[config.mk]
export PLATFORM = sky130hd
export DESIGN_NAME = rr_bus_arbiter
export DESIGN_NICKNAME = d
export VERILOG_FILES = /design/src/rtl/rr_bus_arbiter.sv
export SDC_FILE = /design/constraint.sdc
export NUM_CORES = 1
export LEC_CHECK = 0
export CORE_ASPECT_RATIO = 0.8
export CORE_MARGIN = 2
export CORE_UTILIZATION = 45
export CTS_BUF_LIST = sky130_fd_sc_hd__clkbuf_4
export CTS_CLUSTER_DIAMETER = 80
export DETAILED_ROUTE_END_ITERATION = 8
export PLACE_DENSITY_LB_ADDON = 0.25
export SETUP_SLACK_MARGIN = 0.05
export SYNTH_ARGS = -nofsm -noshare
export SYNTH_HDL_FRONTEND = slang
export SYNTH_SLANG_ARGS = --single-unit
[constraint.sdc]
create_clock -name clk_i -period 1.9 [get_ports clk_i]
set_input_delay 0.475 -clock clk_i [delete_from_list [all_inputs] [get_ports clk_i]]
set_output_delay 0.475 -clock clk_i [all_outputs]
set_load 0.01 [all_outputs]
[src/rtl/rr_bus_arbiter.sv]
`default_nettype none
// ============================================================================
// Module      : rr_bus_arbiter
// Description : Round-robin arbiter for the shared system bus. It issues a
//               registered one-hot grant, inserts a turnaround gap after
//               every release, and rotates priority so that the master just
//               served ranks lowest in the next round.
//               Optional feature macro ARB_TIMEOUT_EN: when defined, a grant
//               that lasts MAX_HOLD cycles is revoked and timeout_o pulses.
// Revision    : 1.0  initial release
// ============================================================================
module rr_bus_arbiter #(
    parameter int N_REQ      = 4,
    parameter int TURNAROUND = 1,
    parameter int MAX_HOLD   = 16
) (
    input  logic                       clk_i,
    input  logic                       rst_i,
    input  logic [N_REQ-1:0]           req_i,
    output logic [N_REQ-1:0]           gnt_o,
    output logic [$clog2(N_REQ)-1:0]   owner_o,
    output logic                       busy_o,
    output logic                       timeout_o
);

    localparam int OW = $clog2(N_REQ);
    // One extra bit so last+i can be formed before folding back into range
    localparam int IW = OW + 1;
    localparam int TW = 3;

    localparam logic [IW-1:0]    C_N         = IW'(N_REQ);
    localparam logic [OW-1:0]    C_LAST_RST  = OW'(N_REQ - 1);
    localparam logic [TW-1:0]    C_TURN_LAST = TW'(TURNAROUND - 1);
    localparam logic [N_REQ-1:0] C_ONE       = {{(N_REQ-1){1'b0}}, 1'b1};

    // Parameter legality is checked at elaboration so a bad build never links
    if (N_REQ < 2 || N_REQ > 8 || TURNAROUND < 1 || TURNAROUND > 7 ||
        MAX_HOLD < 2 || MAX_HOLD > 255) begin : g_param_check
        $error("rr_bus_arbiter: parameter out of legal range");
    end

    typedef enum logic [1:0] {
        S_IDLE  = 2'd0,
        S_GRANT = 2'd1,
        S_TURN  = 2'd2
    } state_t;

    state_t             state_q, state_d;
    logic [N_REQ-1:0]   gnt_q,   gnt_d;
    logic [OW-1:0]      owner_q, owner_d;
    logic [OW-1:0]      last_q,  last_d;
    logic               busy_q,  busy_d;
    logic [TW-1:0]      turn_q,  turn_d;

    logic [IW-1:0]      cand;
    logic [OW-1:0]      pick_idx;
    logic               pick_vld;
    logic               hold_expired;

    // Rotating priority search: first requester after the last owner wins
    always_comb begin
        pick_idx = '0;
        pick_vld = 1'b0;
        cand     = '0;
        for (int i = 1; i <= N_REQ; i++) begin
            cand = {1'b0, last_q} + IW'(i);
            if (cand >= C_N) begin
                cand = cand - C_N;
            end
            if (!pick_vld && req_i[cand[OW-1:0]]) begin
                pick_idx = cand[OW-1:0];
                pick_vld = 1'b1;
            end
        end
    end

`ifdef ARB_TIMEOUT_EN
    localparam logic [7:0] C_HOLD_LAST = 8'(MAX_HOLD - 1);

    logic [7:0] hold_q, hold_d;
    logic       timeout_q, timeout_d;

    // Hold counter: zeroed while idle so it starts from 0 at each new grant
    always_comb begin
        hold_d    = hold_q;
        timeout_d = 1'b0;
        if (state_q == S_IDLE) begin
            hold_d = '0;
        end else if (state_q == S_GRANT) begin
            hold_d    = hold_q + 8'd1;
            timeout_d = hold_expired & req_i[owner_q];
        end
    end

    // Hold counter and timeout pulse registers
    always_ff @(posedge clk_i or posedge rst_i) begin
        if (rst_i) begin
            hold_q    <= '0;
            timeout_q <= 1'b0;
        end else begin
            hold_q    <= hold_d;
            timeout_q <= timeout_d;
        end
    end

    // hold_q counts completed grant cycles, so MAX_HOLD-1 means this is the last
    assign hold_expired = (hold_q == C_HOLD_LAST);
    assign timeout_o    = timeout_q;
`else
    assign hold_expired = 1'b0;
    assign timeout_o    = 1'b0;
`endif

    // Next-state and registered-output logic of the arbitration FSM
    always_comb begin
        state_d = state_q;
        gnt_d   = gnt_q;
        owner_d = owner_q;
        last_d  = last_q;
        busy_d  = busy_q;
        turn_d  = turn_q;
        case (state_q)
            S_IDLE: begin
                if (pick_vld) begin
                    gnt_d   = C_ONE << pick_idx;
                    owner_d = pick_idx;
                    last_d  = pick_idx;
                    busy_d  = 1'b1;
                    state_d = S_GRANT;
                end
            end
            S_GRANT: begin
                // Other requesters never pre-empt; only release or timeout end it
                if (!req_i[owner_q] || hold_expired) begin
                    gnt_d   = '0;
                    owner_d = '0;
                    busy_d  = 1'b0;
                    turn_d  = '0;
                    state_d = S_TURN;
                end
            end
            S_TURN: begin
                if (turn_q == C_TURN_LAST) begin
                    state_d = S_IDLE;
                end else begin
                    turn_d = turn_q + 1'b1;
                end
            end
            default: begin
                gnt_d   = '0;
                owner_d = '0;
                busy_d  = 1'b0;
                turn_d  = '0;
                state_d = S_IDLE;
            end
        endcase
    end

    // State register; reset parks the pointer so master 0 wins first
    always_ff @(posedge clk_i or posedge rst_i) begin
        if (rst_i) begin
            state_q <= S_IDLE;
            gnt_q   <= '0;
            owner_q <= '0;
            last_q  <= C_LAST_RST;
            busy_q  <= 1'b0;
            turn_q  <= '0;
        end else begin
            state_q <= state_d;
            gnt_q   <= gnt_d;
            owner_q <= owner_d;
            last_q  <= last_d;
            busy_q  <= busy_d;
            turn_q  <= turn_d;
        end
    end

    assign gnt_o   = gnt_q;
    assign owner_o = owner_q;
    assign busy_o  = busy_q;

endmodule
`default_nettype wire

# [Yosys cells after proc, flatten, opt, wreduce, memory -nomap -nowiden]
# Cells that the tools add are included.
[classes] order_cmp=9 eq_ne=6 n_mux=38 shift=1 n_mul=0 addsub=9 bitwise=2 div_mod_pow=0 n_reduce_logical=12
[ops] cell="$mux W2" count=13
[ops] cell="$lt A2 B3 Y1 const B" count=5
[ops] cell="$ge A3 B3 Y1 const B" count=4
[ops] cell="$pmux W2 S3" count=2
[ops] cell="$pmux W4 S3" count=1
[ops] cell="$mux W1" count=11
[ops] cell="$bmux W1 S2" count=5
[ops] cell="$pmux W3 S3" count=1
[ops] cell="$reduce_and A3 Y1" count=3
[ops] cell="$mux W4" count=2
[ops] cell="$ne A2 B2 Y1 const B" count=4
[ops] cell="$sub A2 B1 Y2 const B" count=4
[ops] cell="$add A2 B2 Y3 const B" count=2
[ops] cell="$mux W3" count=2
[ops] cell="$shl A1 B2 Y4 const A" count=1
[ops] cell="$add A2 B1 Y3 const B" count=1
[ops] cell="$add A2 B3 Y3 const B" count=1
[ops] cell="$add A3 B1 Y3 const B" count=1
[ops] cell="$logic_and A1 B1 Y1" count=3
[ops] cell="$logic_not A1 Y1" count=3
[ops] cell="$logic_not A3 Y1" count=1
[ops] cell="$pmux W1 S3" count=1
[ops] cell="$eq A2 B1 Y1 const B" count=1
[ops] cell="$eq A2 B2 Y1 const B" count=1
[ops] cell="other kinds (3)" count=4
[word_totals] inputBits=6 latch_bits=0 out_inout_bits=8 word_cells=83 n_memories=0 ram_bits=0 romBits=0 register_bits=14

# [Depth between registers and ports, before layout]
[depth] ltp_word=18 ltp_mapped=6 mapped_depth_nobuf=6

# [Worst setup path before layout]
# OpenSTA, ideal clock, no wires.
[synth_timing] path_kind="flip-flop to flip-flop" from="register owner_q[1], in the netlist owner_o[1]" to="register gnt_q[2], in the netlist gnt_o[2]" setup_ns=0.122 synth_period_minus_slack_ns=1.545 setup_slack_ns=0.355 arrival_time_ns=1.423 stages_incl_launch_ff=5 cell_sequence="dfrtp_1 -> mux2_2 -> o21ai_0 -> a31oi_1 -> a32o_1"
[synth_via] elab_chain_cells=4
[synth_rtl] element="start: declaration" line="50" text="logic [OW-1:0] owner_q, owner_d;"
[synth_rtl] element="start signal: assignment" line="171" text="owner_q <= owner_d;"
[synth_rtl] element="$bmux W1 S2" line="134" text="if (!req_i[owner_q] || hold_expired) begin"
[synth_rtl] element="$mux W1 (implied by the code)" line="134"
[synth_rtl] element="$ne A2 B2 Y1 (no source line)"
[synth_rtl] element="$reduce_and A3 Y1 (no source line)"
[synth_rtl] element="end signal: assignment" line="170" text="gnt_q <= gnt_d;"
[synth_rtl] element="end: declaration" line="49" text="logic [N_REQ-1:0] gnt_q, gnt_d;"
# No other way between the ends. The select of a mux whose other input is x is not followed.
# A chain may end at the register's enable or synchronous reset.

# [Final worst setup path]
[layout_timing] from="input req_i[0]" to="register gnt_q[0], in the netlist gnt_o[0]"
[layout_via] elab_chain_cells=15 word_cells_on_any_way=30 classes_between="eq/ne (2); shift (1); mux (20); reduce/logical (7)"
[layout_rtl] element="start: declaration" line="19" text="input logic [N_REQ-1:0] req_i,"
[layout_rtl] element="$bmux W1 S2" line="70" text="if (!pick_vld && req_i[cand[OW-1:0]]) begin"
[layout_rtl] element="$mux W1 (implied by the code)" line="70"
[layout_rtl] element="$mux W1" line="70"
[layout_rtl] element="$logic_not A1 Y1" line="70"
[layout_rtl] element="$logic_and A1 B1 Y1" line="70"
[layout_rtl] element="$mux W1" line="70"
[layout_rtl] element="$logic_not A1 Y1" line="70"
[layout_rtl] element="$logic_and A1 B1 Y1" line="70"
[layout_rtl] element="$mux W1" line="70"
[layout_rtl] element="$logic_not A1 Y1" line="70"
[layout_rtl] element="$logic_and A1 B1 Y1" line="70"
[layout_rtl] element="$mux W2" line="70"
[layout_rtl] element="$shl A1 B2 Y4" line="125" text="gnt_d = C_ONE << pick_idx;"
[layout_rtl] element="$mux W4" line="124" text="if (pick_vld) begin"
[layout_rtl] element="$pmux W4 S3" line="122" text="case (state_q)"
# Parallel ways exist; a longest one is shown, timed or not. The select of a mux whose other input is x is not followed.

==> metrics.md <==
| Metric | Value |
|---|---|
| Yosys top cell area share | `37.3%` |
| Number of synthesized flops with an enable pin | `0` |
| CTS clock-pin slew for the worst setup and hold paths | `80 ps` |
| CP Class | `in2reg` |
| IO Pins | `14` |
| Synthesized area per cell | `9.46 um2` |
| Largest family of logic cells by synthesized area | `compound AO/OA/AOI/OAI gates` |
| HPWL after DPL | `1.35 mm` |
| Worst-Margin Slew | `522 ps` |
| Max Clock Freq | `0.562 GHz` |
| CTS tree | `yes` |
| Hold path cells | `2` |
| WP data required | `2080 ps` |
| Gr ovfl total | `0` |
| Die H | `41.8 um` |
| Crit-path max FO | `13` |
| Post-Synth Simple-Gate Area | `17.1%` |
| Hold Violations, Final | `0` |
| Routability congestion estimate | `0.794` |
| Ys flop type | `dfrtp_1` |
| Multiplexer share of the synthesized area | `6.69%` |
| Clock root cell | `clkbuf_4` |
| Synth Instances | `85` |
| Max-slew headroom | `65.2%` |
| Count of cell types in the netlist | `35` |
| Post-place setup slack | `-251 ps` |
| Die area | `2140 um2` |
| Total GRT Usage | `19.1%` |
| Most common cell in the synthesized netlist | `dfrtp_1` |
| Slew Limit Fails | `0` |
| Reg2Reg Depth | `4` |
| Latest clock arrival within the worst-skew pair | `280 ps` |
| Synth warn | `0` |
| Ant. Diodes | `0` |
| Final worst clock skew | `1.39 ps` |
| Synth top cells by count | `12 x dfrtp_1, 9 x nand2_1, 7 x o21ai_0, 6 x inv_1, 6 x nor2_1` |
| Unrepaired setup endpoints after global routing | `no` |
| Nets | `115` |
| Peak supply drop | `0.000866 V` |
| Tmin final | `1780 ps` |
| Total routed wirelength | `1.75 mm` |
| Fraction of registers with async set/reset | `100%` |
| Via count | `694` |
| Port Buffers | `12` |
| Power Internal | `0.891 mW` |
| Pwr dens | `1380 nW/um2` |
| Critical path depth | `5` |
| H-tree level count | `1` |
| WP buf/inv | `2` |
| Top post-synthesis cells by area | `dfrtp_1 37%, dfstp_2 6.5%, o21ai_0 4.4%` |
| P_leak | `0.491 nW` |
| CP peak stage delay | `540 ps` |
| Dpl cells | `124` |
| Delay-heaviest family, CP | `buffers and inverters` |
| Clk sinks | `14` |
| Sequential fraction of the synthesis area | `43.9%` |
| Seq pwr share | `36.0%` |
| Fill count | `142` |
| CP cell instances | `clkdlybuf4s50_1 > nor4_2 > or3_1 > buf_4 > o32ai_1` |
| Layout cells sized above 1 | `24.5%` |
| Startpoint types | `input port` |
| First-pass iteration count of the detailed router | `4` |
| Synth Area in Adders | `3.11%` |
| Antenna violations before repair | `0` |
| Area post-placement | `1010 um2` |
| XOR/XNOR Fraction of Synth Area | `0%` |
| Endpoints failing setup | `0` |
| Synthesized area | `805 um2` |
| Switching share of power | `38.8%` |
| Die span in x | `51.3 um` |
| Routed length per instance | `13.7 um` |
| Power share of the combinational group | `52.5%` |
| Cell area after layout | `1060 um2` |
| Crit path DAT | `1960 ps` |
| Max-Cap Viols | `0` |
| CTS max path bufs | `2` |
| Cell Count, Final, Fillers Out | `128` |
| Initial Util | `48.5%` |
| Vias in the first global route | `722` |
| # DRC | `0` |
| First-pass GRT wire length | `3.16 mm` |
| Area grow syn2layout | `31.3%` |
| Largest net degree at the start of global routing | `15` |
| CP max stage cell | `clkdlybuf4s50_1` |
| Compound-cell area share of the yosys netlist | `22.4%` |
| P_sw | `0.565 mW` |
| Core Area | `1660 um2` |
| Cts bufs inserted | `3` |
| First DRT Iteration DRCs | `17` |
| Final WS setup | `122 ps` |
| Final TNS setup | `0 ps` |
| Crit. End Element | `register` |
| Crit share post-route | `93.6%` |
| Clk pwr share | `11.6%` |
| Via-to-Cell Ratio | `5.42` |
| Core Rows | `13` |
| CTS Hold Bufs | `0` |
| Synthesized flop and latch total | `14` |
| Synthesized Nets | `93` |
| Setup Fix Bufs, Post-CTS | `0` |
| Synth area leader | `dfrtp_1` |
| Status | `finished, final reports clean` |
| Final ANT Viol Nets | `0` |
| HP Class | `reg2reg` |
## stage by stage
stage	total power, mW	utilization, %	hold slack (ps)
3_5_place_dp	1.27	60.6	503
4_1_cts	1.43	62.1	514
3_3_place_gp	1.24	60.6	497
2_1_floorplan	0.967	-	363
5_1_grt	1.57	63.7	544
6_report	1.46	63.7	509
## state kept, by name (all words and copies together), names as in the netlist
name	cells
last_q	2
turn_q	3
state_q	2
gnt_o	4
busy_o	1
owner_o	2
## metal layers
metal,wire length (um),up-vias,part of all wire [%],GRT usage [%]
li1,-,345,-,-
met1,871,331,50,29.4
met2,777,16,44,27.3
met3,84,2,4.8,2.88
met4,17,0,0.97,6.32
met5,0,-,0,0
## worst min-delay path, delay by kind of cell, from the launching register on
kind / cells / cell delay (ps)
AOI/OAI and AO/OA: 1 / 70
and+or+nand+nor: 1 / 50
DFF: 1 / 390
## cells by family (layout without fill, tap and decap cells)
family	count (synthesis)	count (layout)
DFF	14	14
other	1	1
adders and majority gates	2	2
AOI/OAI and AO/OA	26	26
and+or+nand+nor	26	26
buffers and inverters	12	33
muxes	4	4
## path summary, 6_finish.rpt
check                        endpoint        from  slack (ps)
max in group asynchronous  owner_o[1]       rst_i        1000
max reg2reg                  gnt_o[3]  owner_o[1]         290
max                          gnt_o[0]    req_i[0]         120
min in group asynchronous      busy_o       rst_i         520
min                         last_q[0]   last_q[0]         510
min reg2reg                 last_q[0]   last_q[0]         510
## power groups by stage
stage	Combinational (mW)	Sequential [mW]	Clock (mW)
2_1_floorplan	0.460	0.508	0
3_3_place_gp	0.720	0.524	0
3_5_place_dp	0.742	0.524	0
4_1_cts	0.741	0.520	0.174
5_1_grt	0.839	0.539	0.187
6_report	0.764	0.524	0.168
## cells in the final DEF, fill, tap and decap left out, types with 2 or more instances in the layout
master,n
inv_1,6
o21ai_0,6
nor3_1,2
dfstp_2,2
nand2_1,9
a21o_1,2
buf_4,11
a21oi_1,3
or3_1,2
a31o_2,2
dlymetal6s2s_1,2
mux2i_1,2
nand2b_1,2
clkdlybuf4s50_1,9
dfrtp_1,11
clkbuf_4,3
a32o_1,2
ha_1,2
nor2_1,6
## cell type report
class	instances	area [um2]	share of cell area, %
Clock buffer	3	22.5	2.13
Sequential cell	14	354	33.5
Inverter	6	22.5	2.13
Timing Repair Buffer	23	206	19.5
Clock inverter	1	3.75	0.355
Multi-Input combinational cell	59	419	39.7
Tap cell	22	27.5	2.61
## repair_timing
action | 4_1_cts | 5_1_grt
gates resized for setup | 1 | 9
setup endpoints to repair | 4 | 10
pin swaps | 1 | 1
Power figures use the tool's default switching activity.
